$ cat config.mk
export PLATFORM = sky130hd
export DESIGN_NAME = alarm_ctrl
export DESIGN_NICKNAME = d
export VERILOG_FILES = /design/src/rtl/alarm_ctrl.sv
export SDC_FILE = /design/constraint.sdc
export NUM_CORES = 1
export LEC_CHECK = 0
export ABC_AREA = 1
export CAP_MARGIN = 20
export CORE_ASPECT_RATIO = 0.7
export CORE_MARGIN = 2
export CORE_UTILIZATION = 53
export DETAILED_ROUTE_END_ITERATION = 10
export PLACE_DENSITY = 0.95
export SYNTH_ARGS = -nofsm -noshare
export SYNTH_HDL_FRONTEND = slang
export SYNTH_SLANG_ARGS = --single-unit
$ cat constraint.sdc
create_clock -name clk -period 4.6 [get_ports clk]
set_input_delay 0.92 -clock clk [delete_from_list [all_inputs] [get_ports clk]]
set_output_delay 0.92 -clock clk [all_outputs]
set_load 0.05 [all_outputs]
$ cat src/rtl/alarm_ctrl.sv
// Alarm sequencer: compares the running time word with the stored alarm time and
// drives the ring / snooze / stop behaviour, the alarm LEDs and the buzzer.
module alarm_ctrl #(
  parameter int unsigned RING_TIMEOUT_S = 60,
  parameter int unsigned SNOOZE_S       = 300,
  parameter int unsigned MAX_SNOOZE     = 3
) (
  input  logic        clk,
  input  logic        rst,
  input  logic        tick_1hz,
  input  logic [13:0] cur_time,
  input  logic [13:0] alarm_time,
  input  logic        alarm_en,
  input  logic        btn_stop,
  input  logic        btn_snooze,
  output logic        armed,
  output logic        ringing,
  output logic        snoozing,
  output logic        buzzer,
  output logic [1:0]  snooze_left
);

  localparam int unsigned RW = (RING_TIMEOUT_S > 1) ? $clog2(RING_TIMEOUT_S) : 1;
  localparam int unsigned SW = (SNOOZE_S > 1) ? $clog2(SNOOZE_S) : 1;

  localparam logic [RW-1:0] RING_LAST   = RW'(RING_TIMEOUT_S - 1);
  localparam logic [SW-1:0] SNOOZE_LAST = SW'(SNOOZE_S - 1);
  localparam logic [1:0]    SNOOZE_MAX  = 2'(MAX_SNOOZE);

  typedef enum logic [1:0] {
    S_IDLE    = 2'd0,
    S_ARMED   = 2'd1,
    S_RINGING = 2'd2,
    S_SNOOZE  = 2'd3
  } state_e;

  state_e        state_q, state_d;
  logic [RW-1:0] ring_cnt_q, ring_cnt_d;
  logic [SW-1:0] snooze_cnt_q, snooze_cnt_d;
  logic          blink_q, blink_d;
  logic [1:0]    snooze_left_q, snooze_left_d;
  logic          match_q;

  logic match;
  logic trigger;

  assign match   = (cur_time == alarm_time);
  // Rising edge of equality: fires once per entry into the matching minute.
  assign trigger = match & ~match_q;

  // ---------------------------------------------------------------------------
  // State register
  // ---------------------------------------------------------------------------
  // NOTE: sequential state uses non-blocking assignments so every register
  // samples the pre-edge values, independent of statement order.
  always_ff @(posedge clk) begin
    if (rst) begin
      state_q       <= S_IDLE;
      ring_cnt_q    <= '0;
      snooze_cnt_q  <= '0;
      blink_q       <= 1'b0;
      snooze_left_q <= SNOOZE_MAX;
      match_q       <= 1'b1;
    end else begin
      state_q       <= state_d;
      ring_cnt_q    <= ring_cnt_d;
      snooze_cnt_q  <= snooze_cnt_d;
      blink_q       <= blink_d;
      snooze_left_q <= snooze_left_d;
      match_q       <= match;
    end
  end

  // ---------------------------------------------------------------------------
  // Next-state logic
  // ---------------------------------------------------------------------------
  // NOTE: every signal driven here gets a default first, so no path can leave
  // a value unassigned and infer a latch.
  always_comb begin
    state_d       = state_q;
    ring_cnt_d    = ring_cnt_q;
    snooze_cnt_d  = snooze_cnt_q;
    blink_d       = blink_q;
    snooze_left_d = snooze_left_q;

    if (!alarm_en) begin
      state_d = S_IDLE;
      blink_d = 1'b0;
    end else begin
      unique case (state_q)
        S_IDLE: begin
          state_d = S_ARMED;
        end

        S_ARMED: begin
          if (trigger) begin
            state_d       = S_RINGING;
            ring_cnt_d    = '0;
            blink_d       = 1'b1;
            snooze_left_d = SNOOZE_MAX;
          end
        end

        S_RINGING: begin
          // Button transitions win over a coincident tick; an ignored snooze
          // press is no transition, so the tick still counts.
          if (btn_stop) begin
            state_d = S_ARMED;
            blink_d = 1'b0;
          end else if (btn_snooze && (snooze_left_q != 2'd0)) begin
            state_d       = S_SNOOZE;
            snooze_cnt_d  = '0;
            snooze_left_d = snooze_left_q - 2'd1;
            blink_d       = 1'b0;
          end else if (tick_1hz) begin
            if (ring_cnt_q == RING_LAST) begin
              state_d = S_ARMED;
              blink_d = 1'b0;
            end else begin
              ring_cnt_d = ring_cnt_q + RW'(1);
              blink_d    = ~blink_q;
            end
          end
        end

        S_SNOOZE: begin
          if (btn_stop) begin
            state_d = S_ARMED;
          end else if (tick_1hz) begin
            if (snooze_cnt_q == SNOOZE_LAST) begin
              state_d    = S_RINGING;
              ring_cnt_d = '0;
              blink_d    = 1'b1;
            end else begin
              snooze_cnt_d = snooze_cnt_q + SW'(1);
            end
          end
        end

        default: begin
          state_d = S_IDLE;
          blink_d = 1'b0;
        end
      endcase
    end
  end

  // ---------------------------------------------------------------------------
  // Output decode (registers only)
  // ---------------------------------------------------------------------------
  always_comb begin
    armed       = (state_q != S_IDLE);
    ringing     = (state_q == S_RINGING);
    snoozing    = (state_q == S_SNOOZE);
    buzzer      = (state_q == S_RINGING) & blink_q;
    snooze_left = snooze_left_q;
  end

`ifndef SYNTHESIS
  // Structural invariants of the sequencer.
  a_blink_only_ringing: assert property (@(posedge clk) disable iff (rst)
    (state_q != S_RINGING) |-> !blink_q);
  a_ring_cnt_range: assert property (@(posedge clk) disable iff (rst)
    ring_cnt_q <= RING_LAST);
  a_snooze_cnt_range: assert property (@(posedge clk) disable iff (rst)
    snooze_cnt_q <= SNOOZE_LAST);
  a_snooze_left_range: assert property (@(posedge clk) disable iff (rst)
    snooze_left_q <= SNOOZE_MAX);
`endif

endmodule

==> flow_summary.yaml, run 1 <==
grt:
  antenna_found_initial: 0
  grt_usage: 0.2326
  grt_max_degree: 17
  grt_first_pass_wirelength_um: 6796
  grt_pass1_vias: 1550
  grt-ovfl-total: 0
logic_synthesis:
  synth-edff-count: 0
  ys_async_sr_fraction: 0
  synthXorXnorAreaFrac: 0.04769
  syn_inst: 270
  synth_top_family_by_area: "simple AND/OR/NAND/NOR gates"
  synth-compound-area-share: 0.07797
  synth-seq-cells: 21
  synth-seq-area-share: 0.2544
  synth-simple-area-share: 0.4618
  synth-main-ff-cell: "dfxtp_1"
  yosys.area_share.adder: 0.02271
  synth.mux.area_fraction: 0
  synth.distinct_cells: 35
  synth_nets: 307
  synthesis.area_sq_mm: 0.001653
  avgSynthCellArea_sq_um: 6.122
  yosys_warnings: 0
worst_setup_path:
  r2r-end: "snooze_cnt_q[4]"
  r2r-start: "snooze_left[0]"
  crit_start: "state_q[1]"
  crit_fanout: 8
  rrSetupSlack_ns: 2.60
  rr_worst_depth: 10
  worstPathArrival_ns: 2.13
  crit_required_ns: 3.68
  endpoint_kind: "primary output"
  crit_type: "reg2out"
  cp-start-kind: "register"
  worstSetupEndpoint: "snoozing"
power:
  powerDensity_mw_per_mm2: 204.2
  p_seq_frac: 0.448
  power_switching_mw: 0.1278
  intPower_mw: 0.3001
  power_frac_comb: 0.264
  p_sw_frac: 0.2987
  p_clk_frac: 0.288
  p_leak_nw: 0.9585
  ir_worst_vdd_mv: 0.1658
  totalPowerFinal_mw: 0.4279
finish:
  final_util: 0.7270
  fin_nets: 346
  fin_area_sq_mm: 0.002096
  antenna_cells: 0
  syn2layout_area_growth_pct: 26.80
  drive_above_1_share: 0.07468
die:
  die_area_sq_mm: 0.003588
  die_w_um: 70.75
  io_pins: 40
  initial_core_util: 0.5734
  dieHeight_um: 50.72
  core-area_sq_mm: 0.002883
  rows: 16
clock_tree:
  clk_latency_ns: 0.27
  cts.sinks: 21
  hold_buffers: 0
  path_clk_slew_ns: 0.08
  max-clock-path-buffers: 2
  numCtsBuffers: 3
  htreeDepth: 1
  cts_tree: "yes"
  post_cts_buffers: 0
  root_buffer: "clkbuf_8"
  cts_resized: 0
worst_hold_path:
  min_path_type: "reg2reg"
  whs_path_depth: 2
sta:
  finalSetupViolations: 0
  slew_viol_final: 0
  rsz0062_at_grt: "false"
  setup_tns_ns: 0
  post-route-period-util: 0.6632
  worst_pin_slew_ns: 0.4981
  fin_skew_ns: 0.008012
  hold_violations: 0
  fmax_mhz: 327.8
  period_minus_slack_ns: 3.051
  relSlewSlack: 0.6669
detailed_routing:
  via_count: 1765
  drt_iter0_drc: 117
  drt-wirelength-per-cell_um: 11.17
  avgViaCountPerCell: 5.131
  route.detailed.drc: 0
  antenna_left: 0
  first_pass_iters: 5
  wl_um: 3844
run_status:
  status: "complete, no violations"
placed_design:
  gp_congestion: 0.8637
  dp_hpwl_um: 3003
  placed_area_sq_mm: 0.002051
  io_buffers: 39
run:
  cap_viol_max_count: 0
-- cell families after synthesis --
family | after synthesis
AO/OA/AOI/OAI | 22
adder cells (fa/ha/maj) | 3
flip-flops | 21
AND/OR/NAND/NOR | 161
XOR/XNOR | 9
buffers and inverters | 54
-- state kept, by name, summed over array words and instances (netlist names) --
name and cells:
match_q 1, snooze_left 2, snooze_cnt_q 9, ring_cnt_q 6
state_q 2, blink_q 1
-- worst min path at each step --
stage / startpoint / endpoint / slack (ns)
after floorplan: snooze_cnt_q[7] / snooze_cnt_q[7] / 0.44
after global placement: snooze_cnt_q[7] / snooze_cnt_q[7] / 0.46
after detailed placement: snooze_cnt_q[7] / snooze_cnt_q[7] / 0.47
after CTS: snooze_cnt_q[7] / snooze_cnt_q[7] / 0.48
after global routing: snooze_cnt_q[7] / snooze_cnt_q[7] / 0.50
final: snooze_cnt_q[7] / snooze_cnt_q[7] / 0.48
-- placed cells by master (no fill, tap or decap), drive strengths merged, types with 2 or more instances in the layout --
| cell | n |
|---|---|
| xor2 | 5 |
| a21oi | 12 |
| nand4 | 14 |
| nand3 | 13 |
| ha | 3 |
| xnor2 | 4 |
| nor2 | 39 |
| clkdlybuf4s50 | 39 |
| nor3 | 8 |
| o21ai | 6 |
| clkbuf | 4 |
| nor4 | 2 |
| inv | 49 |
| nand2 | 81 |
| dfxtp | 21 |
-- cell usage after synthesis, types with 3 or more instances --
library cell | instances | area [sq um]
nor2_2 | 5 | 31.28
nand3_1 | 12 | 60.06
xor2_1 | 5 | 43.79
dfxtp_1 | 21 | 420.4
nor3_1 | 4 | 20.02
nor2_1 | 33 | 123.9
nand2_1 | 77 | 289.0
nand4_1 | 14 | 87.58
inv_1 | 46 | 172.7
ha_1 | 3 | 37.54
o21ai_0 | 4 | 20.02
a21oi_1 | 11 | 55.05
nand2_2 | 3 | 18.77
xnor2_1 | 4 | 35.03
-- layout make-up --
class,count,area [sq um]
Multi-Input combinational cell,195,1008
Fill cell,233,787.0
Sequential cell,21,420.4
Timing Repair Buffer,39,390.4
Inverter,49,186.4
Clock buffer,4,45.04
Tap cell,36,45.04
-- layer usage --
layer,track usage,up-vias,wire length (um)
met5,0,-,0
met4,0.03145,0,17
met3,0.04016,4,233
met2,0.3863,51,1725
met1,0.3252,781,1868
li1,-,929,-
-- power by group through the flow --
stage	Sequential, mW	Clock (mW)	Combinational, mW
2_1_floorplan	0.197	0	0.0653
3_3_place_gp	0.195	0	0.110
3_5_place_dp	0.196	0	0.112
4_1_cts	0.191	0.123	0.113
5_1_grt	0.192	0.128	0.127
6_report	0.192	0.123	0.113
-- critical path, stage by stage (launching register included) --
cell and delay (ns):
dfxtp_1 0.56, nand2_1 0.28, inv_1 0.20, clkdlybuf4s50_1 0.83
-- stage by stage --
| step | cells | hold WS [ns] | worst slack (ns) |
|---|---|---|---|
| floorplan | 270 | 0.4435 | 2.501 |
| global placement | 340 | 0.4628 | 1.822 |
| detailed placement | 340 | 0.4684 | 1.757 |
| CTS | 344 | 0.4787 | 1.579 |
| global route | 344 | 0.5034 | 1.467 |
| finish | 344 | 0.4766 | 1.549 |
No activity file was read; power rests on OpenSTA's default activity.
==> run 2: changes to the inputs <==
--- a/config.mk
+++ b/config.mk
@@ -9,9 +9,9 @@
 export CAP_MARGIN = 20
 export CORE_ASPECT_RATIO = 0.7
 export CORE_MARGIN = 2
-export CORE_UTILIZATION = 53
+export CORE_UTILIZATION = 50
 export DETAILED_ROUTE_END_ITERATION = 10
-export PLACE_DENSITY = 0.95
+export PLACE_DENSITY = 0.91
 export SYNTH_ARGS = -nofsm -noshare
 export SYNTH_HDL_FRONTEND = slang
 export SYNTH_SLANG_ARGS = --single-unit
==> constraint.sdc (replaced) <==
create_clock -name clk -period 2.9 [get_ports clk]
set_input_delay 0.58 -clock clk [delete_from_list [all_inputs] [get_ports clk]]
set_output_delay 0.58 -clock clk [all_outputs]
set_load 0.05 [all_outputs]
==> flow_summary.yaml, run 2 (synthesized netlist as in run 1, its figures left out) <==
sta:
  rsz0062_at_grt: "false"
  finalSetupViolations: 0
  relSlewSlack: 0.6552
  post-route-period-util: 0.9087
  fmax_mhz: 379.5
  fin_skew_ns: 0.002938
  setup_tns_ns: 0
  worst_pin_slew_ns: 0.5156
  whs_ns: 0.4669
  hold_violations: 0
  period_minus_slack_ns: 2.635
  slew_viol_final: 0
detailed_routing:
  via_count: 1752
  first_pass_iters: 4
  antenna_left: 0
  avgViaCountPerCell: 5.034
  wl_um: 3845
  drt_iter0_drc: 107
  drt-wirelength-per-cell_um: 11.05
  route.detailed.drc: 0
finish:
  drive_above_1_share: 0.08387
  layout_common_cells: "nand2_1 (77), inv_1 (46), clkdlybuf4s50_1 (39)"
  syn2layout_area_growth_pct: 27.93
  final_common_cell: "nand2_1"
  fin_nets: 348
  regMostFlops: "snooze_cnt_q"
  largest_registers: "snooze_cnt_q (9), ring_cnt_q (6)"
  antenna_cells: 0
  largest_register_ff_count: 9
grt:
  grt_pass1_vias: 1592
  grtUsageMet3: 0.04457
  grt-ovfl-total: 0
  antenna_found_initial: 0
  globalRouteMet1Util: 0.2916
  grt_first_pass_wirelength_um: 6637
  grt_max_degree: 17
  use_met2: 0.3788
  grt_usage: 0.2207
  busiest_layer: "met2"
worst_setup_path:
  crit_required_ns: 2.32
  worstPathArrival_ns: 2.06
  cp-start-kind: "register"
  crit_fanout: 8
  crit_type: "reg2out"
  crit_start: "state_q[1]"
  r2r-start: "snooze_left[0]"
  rrSetupSlack_ns: 0.98
  endpoint_kind: "primary output"
clock_tree:
  cts.sinks: 21
  cts_resized: 0
  hold_buffers: 0
  numCtsBuffers: 3
  path_clk_slew_ns: 0.08
  max-clock-path-buffers: 2
  clk_latency_ns: 0.26
  post_cts_buffers: 0
  root_buffer: "clkbuf_8"
  cts_tree: "yes"
  htreeDepth: 1
die:
  die_w_um: 72.72
  io_pins: 40
  dieHeight_um: 52.11
  initial_core_util: 0.5250
  rows: 17
  core-area_sq_mm: 0.003148
  die_area_sq_mm: 0.003789
placed_design:
  io_buffers: 39
  gp_congestion: 0.9100
  dp_hpwl_um: 3080
power:
  totalPowerFinal_mw: 0.6783
  powerDensity_mw_per_mm2: 320.8
  p_leak_nw: 0.9709
  ir_worst_vdd_mv: 0.3910
run_status:
  status: "complete, no violations"
worst_hold_path:
  min_path_type: "reg2reg"
  holdCritStartpoint: "snooze_cnt_q[7]"
run:
  cap_viol_max_count: 0
run 2: layout make-up:
cell class	instances	area, sq um
fillers	275	1033
multi-input cells	195	1008
flip-flops and latches	21	420.4
repair buffers	41	405.4
inverters	49	186.4
well taps	38	47.55
clock buffers	3	41.29
clock inverters	1	5.005
run 2: critical path: stages, from the launching register on:
cell	delay (ns)
dfxtp_1	0.54
nand2_1	0.26
inv_1	0.17
clkdlybuf4s50_1	0.82
run 2: where the power goes:
part / internal [mW] / leakage [nW] / total (mW) / switching (mW)
registers: 0.295 / 0.170 / 0.304 / 0.00870
logic: 0.0844 / 0.775 / 0.183 / 0.0987
clock network: 0.0957 / 0.0255 / 0.191 / 0.0954
total: 0.476 / 0.971 / 0.678 / 0.203
run 2: through the flow:
stage / worst slack (ns) / instance area, sq um / cells / util
5_1_grt: 0.1565 / 2115 / 348 / 0.6717
6_report: 0.2647 / 2115 / 348 / 0.6717
3_3_place_gp: 0.5810 / 2068 / 344 / 0.6570
4_1_cts: 0.2583 / 2115 / 348 / 0.6717
3_5_place_dp: 0.5520 / 2068 / 344 / 0.6570
2_1_floorplan: 0.8961 / 1653 / 270 / -
run 2: worst paths after layout:
kind / end / cells after the start
max: snoozing / 3
min reg2reg: snooze_cnt_q[7] / 2
min: snooze_cnt_q[7] / 2
max reg2reg: snooze_cnt_q[4] / 10
run 2: metal layers:
metal	wire length (um)	up-vias	part of all wire
met5	0	-	0
li1	-	935	-
met2	1726	44	0.45
met1	1858	769	0.48
met3	242	4	0.063
met4	17	0	0.0044
==> run 3: changes to the inputs <==
--- a/config.mk
+++ b/config.mk
@@ -11,7 +11,9 @@
 export CORE_MARGIN = 2
 export CORE_UTILIZATION = 50
 export DETAILED_ROUTE_END_ITERATION = 10
+export GPL_ROUTABILITY_DRIVEN = 1
 export PLACE_DENSITY = 0.91
 export SYNTH_ARGS = -nofsm -noshare
 export SYNTH_HDL_FRONTEND = slang
 export SYNTH_SLANG_ARGS = --single-unit
+export TNS_END_PERCENT = 100
==> results of run 3 <==
No change in the layout: final DEF, timing and power equal those of run 2.
